$ cat config.mk
export PLATFORM = sky130hd
export DESIGN_NAME = mem_arbiter
export DESIGN_NICKNAME = d
export VERILOG_FILES = /design/src/rtl/mem_arb_pkg.sv /design/src/rtl/arb_starve_ctr.sv /design/src/rtl/mem_arbiter.sv
export SDC_FILE = /design/constraint.sdc
export NUM_CORES = 1
export LEC_CHECK = 0
export BUFFER_PORTS_ARGS = -buffer_cell sky130_fd_sc_hd__buf_2
export CAP_MARGIN = 20
export CORE_AREA = 2 2 76 78
export DETAILED_ROUTE_END_ITERATION = 8
export DIE_AREA = 0 0 78 80
export PLACE_DENSITY = 0.66
export RECOVER_POWER = 25
export REMOVE_ABC_BUFFERS = 1
export SLEW_MARGIN = 5
export SYNTH_ARGS = -nofsm -noshare
export SYNTH_HDL_FRONTEND = slang
export SYNTH_HIERARCHICAL = 1
export SYNTH_SLANG_ARGS = --single-unit
export TNS_END_PERCENT = 1
$ cat constraint.sdc
create_clock -name clock -period 2.2 [get_ports clock]
set_clock_uncertainty 0.2 [all_clocks]
set_input_delay 0.33 -clock clock [delete_from_list [all_inputs] [get_ports clock]]
set_output_delay 0.33 -clock clock [all_outputs]
set_load 0.02 [all_outputs]
$ cat src/rtl/mem_arb_pkg.sv
// rtl/mem_arb_pkg.sv - shared types and defaults for the fetch/data memory arbiter
package mem_arb_pkg;

    localparam int DEF_DATA_WIDTH   = 32;
    localparam int DEF_ADDR_WIDTH   = 8;
    localparam int DEF_STARVE_LIMIT = 4;

    typedef enum logic [1:0] {
        RESP_NONE  = 2'd0,
        RESP_IF_RD = 2'd1,
        RESP_D_RD  = 2'd2
    } resp_owner_t;

    // Counter must hold STARVE_LIMIT itself; never narrower than 2 bits.
    function automatic int starve_cnt_width(input int limit);
        int w;
        w = $clog2(limit + 1);
        return (w < 2) ? 2 : w;
    endfunction

endpackage

$ cat src/rtl/arb_starve_ctr.sv
// rtl/arb_starve_ctr.sv - saturating count of consecutive denied fetch cycles
module arb_starve_ctr
    import mem_arb_pkg::*;
#(
    parameter int LIMIT = DEF_STARVE_LIMIT,
    parameter int CNT_W = starve_cnt_width(LIMIT)
) (
    input  logic clock,
    input  logic clear,
    input  logic i_clr,
    input  logic i_inc,
    output logic o_at_limit
);

    localparam logic [CNT_W-1:0] LIMIT_V = CNT_W'(LIMIT);

    logic [CNT_W-1:0] r_cnt;

    always_ff @(posedge clock or negedge clear) begin
        if (!clear) begin
            r_cnt <= '0;
        end else if (i_clr) begin
            r_cnt <= '0;
        end else if (i_inc && (r_cnt != LIMIT_V)) begin
            r_cnt <= r_cnt + 1'b1;
        end
    end

    assign o_at_limit = (r_cnt == LIMIT_V);

endmodule

$ cat src/rtl/mem_arbiter.sv
// rtl/mem_arbiter.sv - shares one single-port RAM between fetch and MEM-stage data ports
module mem_arbiter
    import mem_arb_pkg::*;
#(
    parameter int DATA_WIDTH   = DEF_DATA_WIDTH,
    parameter int ADDR_WIDTH   = DEF_ADDR_WIDTH,
    parameter int STARVE_LIMIT = DEF_STARVE_LIMIT
) (
    input  logic                  clock,
    input  logic                  clear,
    input  logic                  if_req,
    input  logic [ADDR_WIDTH-1:0] if_addr,
    output logic                  if_gnt,
    output logic                  if_rvalid,
    output logic [DATA_WIDTH-1:0] if_rdata,
    output logic                  if_stall,
    input  logic                  d_req,
    input  logic                  d_we,
    input  logic [ADDR_WIDTH-1:0] d_addr,
    input  logic [DATA_WIDTH-1:0] d_wdata,
    output logic                  d_gnt,
    output logic                  d_rvalid,
    output logic [DATA_WIDTH-1:0] d_rdata,
    output logic [ADDR_WIDTH-1:0] ram_addr,
    output logic                  ram_wren,
    output logic [DATA_WIDTH-1:0] ram_din,
    input  logic [DATA_WIDTH-1:0] ram_dout
);

    logic        w_force_if;
    logic        w_if_gnt;
    logic        w_d_gnt;
    resp_owner_t r_resp_owner;
    resp_owner_t w_resp_next;

    // Data wins by default; fetch wins only once it has been starved to the limit.
    always_comb begin
        w_if_gnt = 1'b0;
        w_d_gnt  = 1'b0;
        if (clear) begin
            if (d_req && !(if_req && w_force_if)) begin
                w_d_gnt = 1'b1;
            end else if (if_req) begin
                w_if_gnt = 1'b1;
            end
        end
    end

    arb_starve_ctr #(
        .LIMIT (STARVE_LIMIT)
    ) u_starve (
        .clock      (clock),
        .clear      (clear),
        .i_clr      (w_if_gnt | ~if_req),
        .i_inc      (if_req & ~w_if_gnt),
        .o_at_limit (w_force_if)
    );

    always_comb begin
        w_resp_next = RESP_NONE;
        if (w_if_gnt) begin
            w_resp_next = RESP_IF_RD;
        end else if (w_d_gnt && !d_we) begin
            w_resp_next = RESP_D_RD;
        end
    end

    always_ff @(posedge clock or negedge clear) begin
        if (!clear) begin
            r_resp_owner <= RESP_NONE;
        end else begin
            r_resp_owner <= w_resp_next;
        end
    end

    assign if_gnt    = w_if_gnt;
    assign d_gnt     = w_d_gnt;
    assign if_stall  = if_req & ~w_if_gnt;
    assign ram_addr  = w_d_gnt ? d_addr : if_addr;
    assign ram_wren  = w_d_gnt & d_we;
    assign ram_din   = d_wdata;
    assign if_rvalid = (r_resp_owner == RESP_IF_RD);
    assign d_rvalid  = (r_resp_owner == RESP_D_RD);
    assign if_rdata  = ram_dout;
    assign d_rdata   = ram_dout;

endmodule

Word-level counts from Yosys, hierarchy flattened
Cells that the tools add are included.
{ "word_totals": {"reg_bits": 5, "latch_bits": 0, "mem_bits_rw": 0, "rom_bits": 0, "inputBits": 85, "wordCells": 29, "n_memories": 0} }
{ "classes": {"n_addsub": 1, "multipliers": 0, "div": 0, "n_lt_le_gt_ge": 0, "eq_ne": 4, "shifts": 0, "muxes": 10, "n_bitwise": 5, "reduce_logical": 7} }
{ "op_table": {"columns": ["op", "n"], "rows": [
  ["two-way mux 8 bit", 1],
  ["two-way mux 3 bit", 2],
  ["two-way mux 1 bit", 5],
  ["logical AND 1 bit", 4],
  ["two-way mux 2 bit", 2],
  ["adder 3 x 1 -> 3 bit (second input constant)", 1],
  ["equality test 3 bit (second input constant)", 1],
  ["!= test 3 bit (second input constant)", 1],
  ["AND 1 bit", 2],
  ["equality test 2 x 1 -> 1 bit (second input constant)", 1],
  ["equality test 2 bit (second input constant)", 1],
  ["zero test 1 bit", 2],
  ["inverter 1 bit", 2],
  ["nonzero test 2 bit", 1],
  ["OR 1 bit", 1]
]} }

Depth between registers and ports, before layout
Gate-level depths: netlist of run 1.
{ "depth": {"word_depth": 11, "depth_mapped": 7, "mapped_depth_nobuf": 7} }

Hierarchy
The synthesis of run 1 kept the hierarchy.
{ "by_module_without_submodules": {"columns": ["module", "instances", "cells_each", "area_per_inst_um2", "seq_area_each_um2"], "rows": [
  ["mem_arbiter", 1, 121, 969.7, 50.0],
  ["arb_starve_ctr", 1, 18, 197.7, 75.1]
]} }

Least setup slack after synthesis of run 1
OpenSTA, ideal clock, no wires.
{ "synth_timing": {"kind": "register -> register", "from": "register u_starve.r_cnt[0]", "to": "register u_starve.r_cnt[0]", "setup_time_ns": 0.125, "arrival_time_ns": 1.809, "required_time_ns": 1.875, "path_slack_ns": 0.066, "path_stages_with_launch": 8, "n_path_buf": 0, "synth_period_minus_slack_ns": 2.134, "path_cell_list": "dfrtp_1 -> inv_1 -> ha_1 -> and2_1 -> o21ai_0 -> and2_2 -> a21boi_2 -> mux2_4"} }
{ "synth_between": {"elab_chain_cells": 10} }
{ "synth_rtl": {"columns": ["item", "line", "source"], "rows": [
  ["from (decl)", "arb_starve_ctr.sv:17", "logic [CNT_W-1:0] r_cnt;"],
  ["from (signal assigned)", "arb_starve_ctr.sv:25", "r_cnt <= r_cnt + 1'b1;"],
  ["equality test 3 bit", "arb_starve_ctr.sv:29", "assign o_at_limit = (r_cnt == LIMIT_V);"],
  ["net w_force_if", "mem_arbiter.sv:30", "logic w_force_if;"],
  ["logical AND 1 bit", "mem_arbiter.sv:41", "if (d_req && !(if_req && w_force_if)) begin"],
  ["zero test 1 bit", "mem_arbiter.sv:41", null],
  ["logical AND 1 bit", "mem_arbiter.sv:41", null],
  ["two-way mux 1 bit", "mem_arbiter.sv:41", null],
  ["two-way mux 1 bit", "mem_arbiter.sv:40", "if (clear) begin"],
  ["inverter 1 bit", null, null],
  ["AND 1 bit", null, null],
  ["net if_stall", "mem_arbiter.sv:16", "output logic if_stall,"],
  ["logical AND 1 bit", "arb_starve_ctr.sv:24", "end else if (i_inc && (r_cnt != LIMIT_V)) begin"],
  ["nonzero test 2 bit (no source line)", null, null]
]} }
The timed path passes the listed nets, and every way through them passes these cells. The select of a mux whose other input is x is not followed.
A chain may end at the register's enable or synchronous reset.

Worst setup path after layout of run 1
{ "layout_timing": {"from": "register u_starve.r_cnt[1]", "to": "output port ram_addr[1]"} }
{ "layout_between": {"elab_chain_cells": 7} }
{ "layout_rtl": {"columns": ["item", "line", "source"], "rows": [
  ["equality test 3 bit", "arb_starve_ctr.sv:29", null],
  ["net w_force_if", "mem_arbiter.sv:30", null],
  ["logical AND 1 bit", "mem_arbiter.sv:41", null],
  ["zero test 1 bit", "mem_arbiter.sv:41", null],
  ["logical AND 1 bit", "mem_arbiter.sv:41", null],
  ["two-way mux 1 bit", "mem_arbiter.sv:41", null],
  ["two-way mux 1 bit", "mem_arbiter.sv:40", null],
  ["two-way mux 8 bit", "mem_arbiter.sv:79", "assign ram_addr = w_d_gnt ? d_addr : if_addr;"],
  ["to (decl)", "mem_arbiter.sv:24", "output logic [ADDR_WIDTH-1:0] ram_addr,"]
]} }
The timed path passes the listed nets, and every way through them passes these cells.

==> summary.txt, run 1 <==
status: finished with violations
violated checks: setup timing
first-iteration detailed-routing DRC count: 42
share of flip-flops with an asynchronous set or reset: 1.00
commonest cells after routing, fill and taps aside: buf_2, buf_4, mux2_4
layout cells sized above 1: 0.700
max cap viols: 0
Hold Crit Class: in -> reg
dpl hpwl: 7.87 mm
cell leakage power: 0.497 nW
sequential area share after synthesis: 0.107
combinational share of power: 0.358
Worst path top cell family by delay: flip-flops
core footprint: 5410 µm²
flops & latches, synth: 5
fin nets: 178
area leader, netlist: buf_4
clk sinks: 5
CTS H-Tree Depth: 1
clock buffer depth: 2
M1 GR Usage: 0.111
initial antenna violation count: 0
most common cell after layout, fill and taps aside: buf_2
Clock power frac: 0.407
clk_lat worst skew: 0.22 ns
register share of total power: 0.235
DRC viols: 0
P&R area growth vs syn: -19.7%
YS warnings: 6
Synth Area in Compound Gates: 0.0182
count of final setup violators: 8
largest net degree at the start of global routing: 7
Fmax: 442 MHz
WP data required: 1.67 ns
Worst Path Max Fanout: 6
multiplexer area fraction after synthesis: 0.121
simple-gate share of the synthesized area: 0.0857
Final Power: 0.000416 W
RSZ-0062 raised after global routing: yes
CTS tree: yes
Pint: 0.000305 W
met3 Resource Use GR: 0.336
period utilization: 1.03
mapped cell area: 1170 µm²
FP Rows: 27
power density over the cells: 444 nW/µm²
xor and xnor area share after synthesis: 0
input/output buffers: 34
GRT overflow: 0
post-route setup slack: -0.0637 ns
Net Sw Frac: 0.268
Post-synth EDFFs: 0
All-Layer GR Usage: 0.254
setup tns final: -0.463 ns
Slew @ Worst Pin: 0.246 ns
routed len/inst: 51.8 µm
Reg clk slew, reported paths: 0.03 ns
Top-Level Pins: 195
Worst VDD drop: 249 µV
drt total wl: 8.39 mm
Startpoint Class: register
CP arrival: 1.73 ns
ranking of synthesized cells by area: buf_4, dfrtp_1, mux2_4
Worst Path Buf+Inv: 3
Setup crit end kind: primary output
critical path's slowest cell: dfrtp_1
Die X-Extent: 78 µm
via count: 689
GPL Wtd Cong: 0.823
Die Height: 80 µm
final hold vios: 0
post-synth cell types: 21
Gate Count Post-Synth: 139
Most Used Layer, Global Route: met2
root buffer cell: clkbuf_8
CTS Buf Count: 3
CP peak stage delay: 0.37 ns
largest family of logic cells by synthesized area: buffers and inverters
Slew Limit Fails: 0
Post-DRT Antenna Nets: 0
met2 Usage GRT: 0.433
share of the synthesized area in the top cell type: 0.617
utilization after layout: 0.173
minimum clock period: 2.26 ns
Non-Filler Instances: 162
Switch Pwr: 0.000111 W
worst-path cell chain: inv_1 -> ha_2 -> and2_4 -> nand2_4 -> nand3_4 -> buf_12 -> mux2_4 -> buf_6
drt first pass iters: 4
Adder-Cell Fraction of Synth Area: 0.0214
Vias/cell: 4.25
full die area: 6240 µm²
Synth Flop Type: dfrtp_1
Ant. Diodes: 0
starting density of the core: 0.216
vias in the first global route: 633
first-pass GRT wire length: 9.47 mm
Hold WS: 0.0757 ns
Mean Syn Cell Area: 8.40 µm²
Setup CP Type: reg -> out
Max-slew headroom: 0.836
Post-Place Cells: 151
[sequential cells by signal, summed over array words and instances (netlist names)]
register / count
r_resp_owner: 2
u_starve/r_cnt: 3
[cell type report]
| class | count | area (µm²) |
|---|---|---|
| flip-flops and latches | 5 | 125 |
| repair buffers | 44 | 338 |
| well taps | 72 | 90.1 |
| multi-input cells | 31 | 317 |
| inverters | 6 | 22.5 |
| fillers | 614 | 4470 |
| clock buffers | 4 | 45.0 |
[per-layer routing]
metal  vias up  routed length (µm)
li1        237                   -
met1       284                1450
met2       138                4120
met3        28                2150
met4         2                 614
met5         -                  56
[worst reg2reg max path: stages, from the launching register on]
cell and delay (ns):
dfrtp_1 0.34, inv_1 0.06, ha_2 0.19, and2_4 0.17, buf_4 0.12, o21ai_1 0.15, and2_2 0.20, a21boi_2 0.23
mux2_4 0.32
[what timing repair did]
item	CTS	global route
hold endpoints to repair	5	0
pin swaps	3	0
setup endpoints to repair	8	12
gates cloned	1	0
setup buffers	4	1
resized for setup	22	6
hold buffers	1	0
[power by group through the flow]
stage          registers (W)  clock network (W)  logic [W]
2_1_floorplan      0.0000990                  0  0.0000646
3_3_place_gp       0.0000987                  0   0.000112
3_5_place_dp       0.0000989                  0   0.000113
4_1_cts            0.0000976           0.000179   0.000145
5_1_grt            0.0000982           0.000180   0.000160
6_report           0.0000977           0.000170   0.000149
[metrics by stage]
| step | instance area (µm²) | setup slack (ns) |
|---|---|---|
| CTS | 911 | -0.0500 |
| global placement | 731 | 0.134 |
| finish | 937 | -0.0637 |
| global route | 937 | -0.133 |
| detailed placement | 731 | 0.0784 |
| floorplan | 435 | 0.0659 |
[synthesized netlist by cell type, types with 2 or more instances]
cell type	number
mux2_4	8
nor2_1	4
inv_1	6
buf_4	96
nor2b_1	3
nand2b_1	2
ha_1	2
dfrtp_1	5
[worst paths after layout]
kind	startpoint	endpoint	slack, ns	depth (start not counted)
max in group asynchronous	clear	r_resp_owner[1]	1.25	2
max	u_starve/r_cnt[1]	ram_addr[1]	-0.06	8
min reg2reg	u_starve/r_cnt[2]	u_starve/r_cnt[2]	0.40	2
min in group asynchronous	clear	u_starve/r_cnt[0]	0.36	2
max reg2reg	u_starve/r_cnt[1]	u_starve/r_cnt[0]	0.10	8
min	d_we	r_resp_owner[1]	0.08	2
[kinds of logic (layout without fill, tap and decap cells)]
kind of cell,after synthesis,after routing
adders and majority gates,2,2
buffers and inverters,103,54
and+or+nand+nor,16,16
DFF,5,5
AOI/OAI and AO/OA,3,3
muxes,10,10
Note: power is estimated with default switching activity, not from simulation.
==> run 2: changes to the inputs <==
Settings changed: PLACE_DENSITY 0.66 to unset, PLACE_DENSITY_LB_ADDON set to 0.12, RECOVER_POWER 25 to 100.
==> summary.txt, run 2 (synthesis results as in run 1) <==
Reg clk slew, reported paths: 0.03 ns (about the same)
Die X-Extent: 78 µm (unchanged)
Setup CP Type: reg -> out
P&R area growth vs syn: -19.6%
input/output buffers: 34 (unchanged)
full die area: 6240 µm² (unchanged)
vias in the first global route: 707 (+12%)
Top-Level Pins: 195 (unchanged)
period utilization: 1.01 (-0.0159)
worst-path cell chain: inv_2 -> ha_4 -> and2_4 -> nand2_4 -> nand3_4 -> buf_12 -> mux2_4 -> buf_6
CP peak stage delay: 0.35 ns (-0.02 ns)
critical path's slowest cell: dfrtp_1
Die Height: 80 µm (unchanged)
final hold vios: 0 (unchanged)
Slew Limit Fails: 0 (unchanged)
GPL Wtd Cong: 0.836 (+1.6%)
Hold Crit Class: in -> reg
largest register by flop count: u_starve/r_cnt
root buffer cell: clkbuf_8
count of final setup violators: 8 (unchanged)
power density over the cells: 445 nW/µm² (+0.14%)
Vias/cell: 4.34 (+2.1%)
starting density of the core: 0.216 (unchanged)
fin nets: 179 (+0.56%)
drt first pass iters: 4 (unchanged)
dpl hpwl: 7.91 mm (+0.56%)
CP arrival: 1.70 ns (-0.03 ns)
DRC viols: 0 (unchanged)
CTS tree: yes
clk sinks: 5 (unchanged)
most common cell after layout, fill and taps aside: buf_2
violated checks: setup timing
CTS H-Tree Depth: 1 (unchanged)
Setup crit end kind: primary output
core footprint: 5410 µm² (unchanged)
cell leakage power: 0.490 nW (-1.3%)
Final Power: 0.000417 W (+0.27%)
largest net degree at the start of global routing: 6 (-1)
Max-slew headroom: 0.816 (-0.0197)
GRT overflow: 0 (unchanged)
WP data required: 1.67 ns (about the same)
Worst Path Max Fanout: 5 (-1)
commonest cells after routing, fill and taps aside: buf_2, mux2_4, buf_6
first-iteration detailed-routing DRC count: 48 (+14%)
Worst VDD drop: 134 µV (-46%)
status: finished with violations
Startpoint Class: register
RSZ-0062 raised after global routing: yes
minimum clock period: 2.23 ns (-0.0349 ns)
Post-DRT Antenna Nets: 0 (unchanged)
post-route setup slack: -0.0288 ns (+0.0349 ns)
Ant. Diodes: 0 (unchanged)
clock buffer depth: 2 (unchanged)
cell area after layout: 938 µm² (+0.13%)
FP Rows: 27 (unchanged)
first-pass GRT wire length: 9.69 mm (+2.3%)
Slew @ Worst Pin: 0.276 ns (+0.0304 ns)
All-Layer GR Usage: 0.256 (+0.00221)
max reg flops: 3 (unchanged)
initial antenna violation count: 0 (unchanged)
routed len/inst: 51.2 µm (-1.2%)
layout cells sized above 1: 0.692 (-0.00769)
clk_lat worst skew: 0.22 ns (about the same)
Largest regs: u_starve/r_cnt x3, r_resp_owner x2
Post-DP Area: 753 µm² (+3.1%)
Fmax: 449 MHz (+1.6%)
drt total wl: 8.34 mm (-0.61%)
max cap viols: 0 (unchanged)
CTS Buf Count: 3 (unchanged)
via count: 708 (+2.8%)
-- run 2: worst paths after layout --
kind,end,cells after the start,slack [ns],from
setup / recovery,ram_addr[3],8,-0.03,u_starve/r_cnt[0]
hold / removal,r_resp_owner[1],2,0.08,d_we
setup reg to reg,u_starve/r_cnt[0],7,0.17,u_starve/r_cnt[0]
hold reg to reg,u_starve/r_cnt[2],2,0.41,u_starve/r_cnt[2]
max in group asynchronous,r_resp_owner[1],3,1.12,clear
min in group asynchronous,u_starve/r_cnt[1],3,0.46,clear
-- run 2: worst max-delay path: cells and delay by family, from the launching register on --
family | cells | cell delay, ns
muxes | 1 | 0.30
and+or+nand+nor | 3 | 0.33
adders and majority gates | 1 | 0.16
DFF | 1 | 0.35
buffers and inverters | 3 | 0.34
-- run 2: per-stage QoR --
stage / util / instances / TNS (ns) / worst slack (ns) / hold WS (ns)
final: 0.174 / 163 / -0.183 / -0.0288 / 0.0789
after global placement: 0.139 / 154 / 0 / 0.0520 / 0.0965
after global routing: 0.174 / 163 / -0.640 / -0.0865 / 0.0950
after floorplan: - / 42 / 0 / 0.0659 / -0.166
after detailed placement: 0.139 / 154 / 0 / 0.0709 / 0.0937
after CTS: 0.169 / 161 / -0.591 / -0.0816 / 0.0806
-- run 2: timing repair --
item	CTS	global route
cloned	1	0
pin swaps	3	1
hold endpoints to repair	5	0
buffers inserted	1	2
gates resized for setup	22	5
endpoints found under the setup margin	8	10
hold buffers	1	0
-- run 2: power by group --
part	internal, W	total [W]	switching, W	leakage [nW]
clock network	0.000124	0.000166	0.0000420	0.0228
logic	0.0000871	0.000153	0.0000661	0.399
registers	0.0000960	0.0000981	0.00000207	0.0680
total	0.000307	0.000417	0.000110	0.490
-- run 2: per-layer routing --
| metal | global-route usage | share of wire | up-vias |
|---|---|---|---|
| li1 | - | - | 235 |
| met1 | 0.114 | 0.17 | 287 |
| met2 | 0.437 | 0.48 | 158 |
| met3 | 0.331 | 0.27 | 26 |
| met4 | 0.177 | 0.075 | 2 |
| met5 | 0.0727 | 0.0061 | - |
-- run 2: area by class of cell --
| class | count | area [µm²] |
|---|---|---|
| inverter | 6 | 22.5 |
| timing repair buffer | 45 | 334 |
| sequential | 5 | 125 |
| clock buffer | 4 | 45.0 |
| multi-input combinational | 31 | 322 |
| tap | 72 | 90.1 |
| fill | 629 | 4470 |
